### config.mk
export PLATFORM = sky130hd
export DESIGN_NAME = rom_sync_param
export DESIGN_NICKNAME = d
export VERILOG_FILES = /design/src/rtl/cpu8_pkg.sv /design/src/rtl/rom_scan_ctrl.sv /design/src/rtl/rom_sync_param.sv
export SDC_FILE = /design/constraint.sdc
export NUM_CORES = 1
export LEC_CHECK = 0
export BUFFER_PORTS_ARGS = -buffer_cell sky130_fd_sc_hd__buf_2
export CAP_MARGIN = 20
export CELL_PAD_IN_SITES_DETAIL_PLACEMENT = 2
export CELL_PAD_IN_SITES_GLOBAL_PLACEMENT = 2
export CORE_UTILIZATION = 29
export DETAILED_ROUTE_END_ITERATION = 7
export GPL_TIMING_DRIVEN = 0
export PLACE_DENSITY_LB_ADDON = 0.1
export REMOVE_ABC_BUFFERS = 1
export SYNTH_ARGS = -nofsm -noshare
export SYNTH_HDL_FRONTEND = slang
export SYNTH_SLANG_ARGS = --single-unit
### constraint.sdc
create_clock -name clk -period 2.9 [get_ports clk]
set_input_delay 0.145 -clock clk [delete_from_list [all_inputs] [get_ports clk]]
set_output_delay 0.145 -clock clk [all_outputs]
set_load 0.01 [all_outputs]
### src/rtl/cpu8_pkg.sv
// cpu8_pkg: shared definitions for the 8-bit CPU family program memory.
//   - opcode constants used to build program images
//   - the default boot program (LDA_IMM AA, STA_DIR E0, BRA 00)
//   - checksum scan FSM state encoding
// No ports; imported with "import cpu8_pkg::*;".
package cpu8_pkg;

  // Opcode map
  localparam logic [7:0] LDA_IMM = 8'h10;
  localparam logic [7:0] LDA_DIR = 8'h11;
  localparam logic [7:0] LDB_IMM = 8'h12;
  localparam logic [7:0] LDB_DIR = 8'h13;
  localparam logic [7:0] STA_DIR = 8'h14;
  localparam logic [7:0] STB_DIR = 8'h15;
  localparam logic [7:0] ADD_AB  = 8'h20;
  localparam logic [7:0] SUB_AB  = 8'h21;
  localparam logic [7:0] AND_AB  = 8'h22;
  localparam logic [7:0] OR_AB   = 8'h23;
  localparam logic [7:0] INCA    = 8'h24;
  localparam logic [7:0] INCB    = 8'h25;
  localparam logic [7:0] DECA    = 8'h26;
  localparam logic [7:0] DECB    = 8'h27;
  localparam logic [7:0] BRA     = 8'h30;
  localparam logic [7:0] BMI     = 8'h31;
  localparam logic [7:0] BPL     = 8'h32;
  localparam logic [7:0] BEQ     = 8'h33;
  localparam logic [7:0] BNE     = 8'h34;
  localparam logic [7:0] BVS     = 8'h35;
  localparam logic [7:0] BVC     = 8'h36;
  localparam logic [7:0] BCS     = 8'h37;
  localparam logic [7:0] BCD     = 8'h38;

  // Default program: load A with AA, store it to E0, loop forever.
  localparam int DEFAULT_PROG_LEN = 6;
  localparam logic [7:0] DEFAULT_PROG [DEFAULT_PROG_LEN] =
    '{LDA_IMM, 8'hAA, STA_DIR, 8'hE0, BRA, 8'h00};

  // Checksum scan FSM states
  typedef enum logic [1:0] {
    IDLE = 2'd0,
    SCAN = 2'd1,
    DONE = 2'd2
  } scan_state_t;

endpackage

### src/rtl/rom_scan_ctrl.sv
// rom_scan_ctrl: checksum scan engine for rom_sync_param.
// Walks every ROM word once, one word per cycle, and sums them modulo
// 2^DATA_WIDTH.
// Ports:
//   clk, reset     clock, synchronous active-high reset
//   chk_start      start request, honoured only in IDLE
//   scan_word      ROM word at scan_idx (supplied by the storage owner)
//   scan_idx       index of the word being summed this cycle
//   chk_busy       high for exactly DEPTH cycles while summing
//   chk_done       one-cycle pulse carrying the final sum
//   chk_sum        last completed sum; held until next completion or reset
//   state          FSM state, exported for arbitration and debug
module rom_scan_ctrl
  import cpu8_pkg::*;
#(
  parameter int DATA_WIDTH = 8,
  parameter int DEPTH      = 128,
  parameter int IDX_W      = 7
) (
  input  logic                  clk,
  input  logic                  reset,
  input  logic                  chk_start,
  input  logic [DATA_WIDTH-1:0] scan_word,
  output logic [IDX_W-1:0]      scan_idx,
  output logic                  chk_busy,
  output logic                  chk_done,
  output logic [DATA_WIDTH-1:0] chk_sum,
  output scan_state_t           state
);

  localparam logic [IDX_W-1:0] LAST_IDX = IDX_W'(DEPTH - 1);

  scan_state_t           state_n;
  logic [IDX_W-1:0]      idx_q, idx_n;
  logic [DATA_WIDTH-1:0] acc_q, acc_n;
  logic [DATA_WIDTH-1:0] sum_q, sum_n;

  always_ff @(posedge clk) begin
    if (reset) begin
      state <= IDLE;
      idx_q <= '0;
      acc_q <= '0;
      sum_q <= '0;
    end else begin
      state <= state_n;
      idx_q <= idx_n;
      acc_q <= acc_n;
      sum_q <= sum_n;
    end
  end

  always_comb begin
    state_n = state;
    idx_n   = idx_q;
    acc_n   = acc_q;
    sum_n   = sum_q;
    case (state)
      IDLE: begin
        if (chk_start) begin
          state_n = SCAN;
          idx_n   = '0;
          acc_n   = '0;
        end
      end
      SCAN: begin
        acc_n = acc_q + scan_word;
        idx_n = idx_q + 1'b1;
        // Publish the sum on the same edge that enters DONE so chk_sum is
        // already final while chk_done is high.
        if (idx_q == LAST_IDX) begin
          state_n = DONE;
          sum_n   = acc_q + scan_word;
        end
      end
      DONE: begin
        state_n = IDLE;
      end
      default: begin
        state_n = IDLE;
      end
    endcase
  end

  assign scan_idx = idx_q;
  assign chk_busy = (state == SCAN);
  assign chk_done = (state == DONE);
  assign chk_sum  = sum_q;

endmodule

### src/rtl/rom_sync_param.sv
// rom_sync_param: parametrised synchronous program ROM with read-valid
// handshake, out-of-range flag and built-in checksum scanner.
// Handshake: a read is accepted on a rising edge when rd_en=1, the address
// is below DEPTH and no scan is running; the result is presented with
// data_valid=1 for one cycle (latency 1, or 2 with ROM_OUT_REG_EN). A read
// with address >= DEPTH outside a scan produces a one-cycle addr_err in the
// same slot instead, and data_out keeps its previous value. Reads during a
// scan are dropped silently.
// Ports:
//   clk, reset          clock, synchronous active-high reset
//   rd_en, address      read request and address
//   data_out            read data (holds between reads)
//   data_valid          data_out carries a freshly accepted read
//   addr_err            a read was rejected for address >= DEPTH
//   chk_start           request a checksum scan
//   chk_busy, chk_done  scan in progress / one-cycle completion pulse
//   chk_sum             modulo-2^DATA_WIDTH sum of all DEPTH words
// Build option: define ROM_OUT_REG_EN to add an output register stage
// (read latency 2; data_valid and addr_err delayed to stay aligned).
// INIT_FILE: empty selects the default program from cpu8_pkg. A non-empty
// name leaves the array zero-filled here; the image is expected to be
// applied by the memory-initialisation step of the implementation flow.
module rom_sync_param
  import cpu8_pkg::*;
#(
  parameter int    DATA_WIDTH = 8,
  parameter int    ADDR_WIDTH = 8,
  parameter int    DEPTH      = 128,
  parameter string INIT_FILE  = ""
) (
  input  logic                  clk,
  input  logic                  reset,
  input  logic                  rd_en,
  input  logic [ADDR_WIDTH-1:0] address,
  output logic [DATA_WIDTH-1:0] data_out,
  output logic                  data_valid,
  output logic                  addr_err,
  input  logic                  chk_start,
  output logic                  chk_busy,
  output logic                  chk_done,
  output logic [DATA_WIDTH-1:0] chk_sum
);

  localparam int IDX_W = (DEPTH > 1) ? $clog2(DEPTH) : 1;
  // One extra bit so DEPTH == 2**ADDR_WIDTH is representable.
  localparam logic [ADDR_WIDTH:0] DEPTH_W = (ADDR_WIDTH + 1)'(DEPTH);

  typedef logic [DATA_WIDTH-1:0] rom_t [DEPTH];

  function automatic rom_t build_rom();
    rom_t r;
    for (int i = 0; i < DEPTH; i++) r[i] = '0;
    if (INIT_FILE == "") begin
      for (int i = 0; i < DEFAULT_PROG_LEN && i < DEPTH; i++)
        r[i] = DATA_WIDTH'(DEFAULT_PROG[i]);
    end
    return r;
  endfunction

  localparam rom_t ROM = build_rom();

  scan_state_t           scan_state;
  logic [IDX_W-1:0]      scan_idx;
  logic [DATA_WIDTH-1:0] scan_word;

  logic                  in_range;
  logic                  rd_ok;
  logic                  rd_bad;
  logic [DATA_WIDTH-1:0] d1_q;
  logic                  v1_q;
  logic                  e1_q;

  // Full-width compare: no truncation or wrap of the address.
  assign in_range = ({1'b0, address} < DEPTH_W);
  assign rd_ok    = rd_en && (scan_state != SCAN) && in_range;
  assign rd_bad   = rd_en && (scan_state != SCAN) && !in_range;

  assign scan_word = ROM[scan_idx];

  rom_scan_ctrl #(
    .DATA_WIDTH (DATA_WIDTH),
    .DEPTH      (DEPTH),
    .IDX_W      (IDX_W)
  ) u_scan (
    .clk       (clk),
    .reset     (reset),
    .chk_start (chk_start),
    .scan_word (scan_word),
    .scan_idx  (scan_idx),
    .chk_busy  (chk_busy),
    .chk_done  (chk_done),
    .chk_sum   (chk_sum),
    .state     (scan_state)
  );

  // First read stage. The index slice is safe: it is only used when
  // in_range guarantees the upper address bits are zero.
  always_ff @(posedge clk) begin
    if (reset) begin
      d1_q <= '0;
      v1_q <= 1'b0;
      e1_q <= 1'b0;
    end else begin
      v1_q <= rd_ok;
      e1_q <= rd_bad;
      if (rd_ok) d1_q <= ROM[address[IDX_W-1:0]];
    end
  end

`ifdef ROM_OUT_REG_EN
  logic [DATA_WIDTH-1:0] d2_q;
  logic                  v2_q;
  logic                  e2_q;

  always_ff @(posedge clk) begin
    if (reset) begin
      d2_q <= '0;
      v2_q <= 1'b0;
      e2_q <= 1'b0;
    end else begin
      d2_q <= d1_q;
      v2_q <= v1_q;
      e2_q <= e1_q;
    end
  end

  assign data_out   = d2_q;
  assign data_valid = v2_q;
  assign addr_err   = e2_q;
`else
  assign data_out   = d1_q;
  assign data_valid = v1_q;
  assign addr_err   = e1_q;
`endif

endmodule

==> run_results.csv <==
group,metric,value,unit
clock_network,clk_pin_slew,0.06,ns
sta,period_needed,2.81,ns
worst_hold_path,hold_class,"in -> reg",
worst_setup_path,slowest_delay,0.61,ns
cells_and_area,mostFrequentLayoutCells,"dfxtp_1 (31), buf_2 (30), nor2_1 (22)",
global_routing,gr-usage-met3,0.0395,
logic_synthesis,synth_edf_count,0,
sta,slew_headroom,0.557,
power,powerDensity,447,nW/um^2
sta,finalHoldViolCount,0,
cells_and_area,design_area,2000,sq um
logic_synthesis,ys_seq_area_frac,0.370,
sta,setup_violations,0,
worst_setup_path,worstPathMaxFanout,9,
sta,finalClockSkew,0.00546,ns
global_routing,grt_first_pass_wirelength,8.01,mm
logic_synthesis,ys.flop_type,"dfxtp_1",
run_status,run_status,"completed",
worst_setup_path,slowest_stage,"or4_4",
worst_hold_path,hp-start,"address[1]",
detailed_routing,wl,4.77,mm
detailed_routing,drc,0,
floorplan,die-area,6090,sq um
worst_setup_path,r2r_setup_slack,0.09,ns
clock_network,post_cts_buffers,0,
placed_design,gp_congestion,0.733,
worst_setup_path,r2r_start,"u_scan.scan_idx[5]",
logic_synthesis,postSynthCellCount,199,
clock_network,clk_path_buf_depth,2,
worst_setup_path,timing.critical_path.buf_inv,0,
power,ir_drop,195,uV
floorplan,die_x,78.1,microns
global_routing,grt_pass1_vias,1692,
power,p_leak,0.813,nW
detailed_routing,viasPerCell,5.32,
floorplan,core,5540,sq um
placed_design,portBuffers,29,
clock_network,cts_root_buf,"clkbuf_8",
clock_network,htree_levels,2,
logic_synthesis,synthesis.area,1680,sq um
detailed_routing,num_vias,1592,
placed_design,placed_area,1860,sq um
clock_network,cts_hold_buf,0,
worst_setup_path,setup.worst_path.end_class,"flip-flop",
logic_synthesis,synth_seq_cells,31,
global_routing,use_met1,0.199,
worst_setup_path,critical-path-top-delay-family,"compound AO/OA/AOI/OAI gates",
worst_setup_path,worstPathCellList,"or4_4 > nor3b_4 > ha_2 > a211o_1 > a21o_1 > a221o_1 > a311oi_2",
sta,whs,0.167,ns
worst_setup_path,worstPathRequired,3.09,ns
cells_and_area,drive_gt1_frac,0.211,
global_routing,grt_max_degree,34,
clock_network,clkLatencyLatePin,0.28,ns
worst_setup_path,reg2reg_depth,7,
global_routing,antenna_found_initial,0,
logic_synthesis,synth_warnings,0,
detailed_routing,drtIter0Drc,47,
worst_hold_path,holdPathStages,3,
logic_synthesis,avgSynthCellArea,8.43,sq um
worst_setup_path,cp-start-kind,"flip-flop",
logic_synthesis,ys_types,48,
clock_network,clock-sinks,31,
sta,rsz0062_at_grt,"yes",
cells_and_area,area.growth.synth_to_final,19.2,%
worst_setup_path,r2r_end,"u_scan.chk_sum[7]",
sta,finalCritPeriodShare,0.970,
worst_setup_path,crit_type,"reg -> reg",
cells_and_area,n_antenna_cell,0,
detailed_routing,wl_per_cell,15.9,microns
global_routing,gr-total-overflow,0,
sta,tightest_slew,0.663,ns
clock_network,cts_made_buffers,5,
global_routing,grt-busiest-layer,"met2",
cells_and_area,nNetsFinal,250,
detailed_routing,ant_nets,0,
sta,maxSlewViolCount,0,
clock_network,cts_tree,"yes",
worst_setup_path,crit_arrival,3.01,ns
floorplan,io-pin-count,32,
worst_hold_path,whs_endpoint,"data_out[6]",
detailed_routing,drt_first_pass_iters,4,
run,maxCapViolations,0,
placed_design,dp_hpwl,3.58,mm
global_routing,grtUsageTotal,0.167,
floorplan,rows,27,
cells_and_area,final_common_cell,"dfxtp_1",
sta,max_freq,0.356,GHz
logic_synthesis,async_flop_share,0,
floorplan,die_h,78.1,microns
global_routing,met2_usage,0.296,
floorplan,start_util,0.303,
## power by group
group	internal [mW]	switching (mW)
sequential	0.434	0.00812
combinational	0.0507	0.0780
clock	0.168	0.155
total	0.653	0.241
## timing repair
item,4_1_cts,5_1_grt
endpoints found under the setup margin,4,4
hold endpoints to repair,0,0
pin swaps,0,1
resized for setup,5,4
## worst reg2reg max path: stages, from the launching register on
cell      delay [ns]
dfxtp_1         0.35
or4_4           0.61
nor3b_4         0.26
ha_2            0.36
a211o_1         0.34
a21o_1          0.22
a221o_1         0.37
a311oi_2        0.22
## per-layer routing
layer | vias up | share of wire
li1 | 781 | -
met1 | 780 | 0.45
met2 | 24 | 0.51
met3 | 7 | 0.025
met4 | 0 | 0.0092
met5 | - | 0
## cell families (layout without fill, tap and decap cells)
group                    after synthesis  count (layout)  synth area share
AND/OR/NAND/NOR                       81              81             0.248
AO/OA/AOI/OAI                         54              54             0.227
flip-flops                            31              31             0.370
buffers and inverters                 18              45            0.0485
adder cells (fa/ha/maj)               12              12            0.0940
other                                  1               2           0.00223
XOR/XNOR                               1               1           0.00522
multiplexers                           1               1           0.00597
## stage by stage
step | worst slack [ns] | total power, mW | std cells | TNS (ns) | utilization
after floorplan | 0.175 | 0.526 | 188 | 0 | -
after global routing | -0.000749 | 0.941 | 299 | -0.000749 | 0.361
after global placement | -0.155 | 0.564 | 289 | -0.425 | 0.335
after detailed placement | -0.321 | 0.572 | 289 | -0.767 | 0.335
final | 0.0878 | 0.894 | 299 | 0 | 0.361
after CTS | 0.0442 | 0.904 | 297 | 0 | 0.354
## flip-flops by register name (all words and copies together), names as in the netlist
signal and cells:
u_scan.acc_q 7, u_scan.chk_sum 7, u_scan.scan_idx 7, data_out 6, u_scan.state 2, addr_err 1, data_valid 1
## final cells by class
cell class | instances | area [sq um]
inverter | 6 | 22.5
clock inverter | 1 | 5.00
multi-input combinational | 151 | 1030
timing repair buffer | 31 | 158
clock buffer | 7 | 76.3
tap | 72 | 90.1
fill | 650 | 3540
sequential | 31 | 621
## worst max-delay path by stage
| stage | from | slack [ns] | to | cells past startpoint |
|---|---|---|---|---|
| after detailed placement | u_scan.scan_idx[4] | -0.32 | u_scan.acc_q[7] | 7 |
| after CTS | u_scan.scan_idx[4] | 0.04 | u_scan.chk_sum[7] | 7 |
| final | u_scan.scan_idx[5] | 0.09 | u_scan.chk_sum[7] | 7 |
| after global placement | u_scan.scan_idx[4] | -0.16 | u_scan.acc_q[7] | 7 |
| after global routing | u_scan.scan_idx[5] | -0.0007 | u_scan.chk_sum[7] | 7 |
| after floorplan | u_scan.scan_idx[4] | 0.18 | u_scan.chk_sum[7] | 7 |
## synth_stat cells (3+ instances only)
cell type  number  area (sq um)
buf_4           3          22.5
a211o_1         3          26.3
ha_1           11           138
a22oi_1         3          22.5
a211oi_1        4          30.0
clkbuf_1        7          26.3
nor2_1         22          82.6
nor3_1          5          25.0
or4_1           4          30.0
o21ai_0         4          20.0
nand3_1         6          30.0
a21o_1          3          22.5
nor3b_1         4          30.0
inv_1           5          18.8
dfxtp_1        31           621
nand2_1        20          75.1
nand3b_1        4          30.0
nand2b_1        4          25.0
a21oi_1        18          90.1
(Power assumes the default switching activity.)
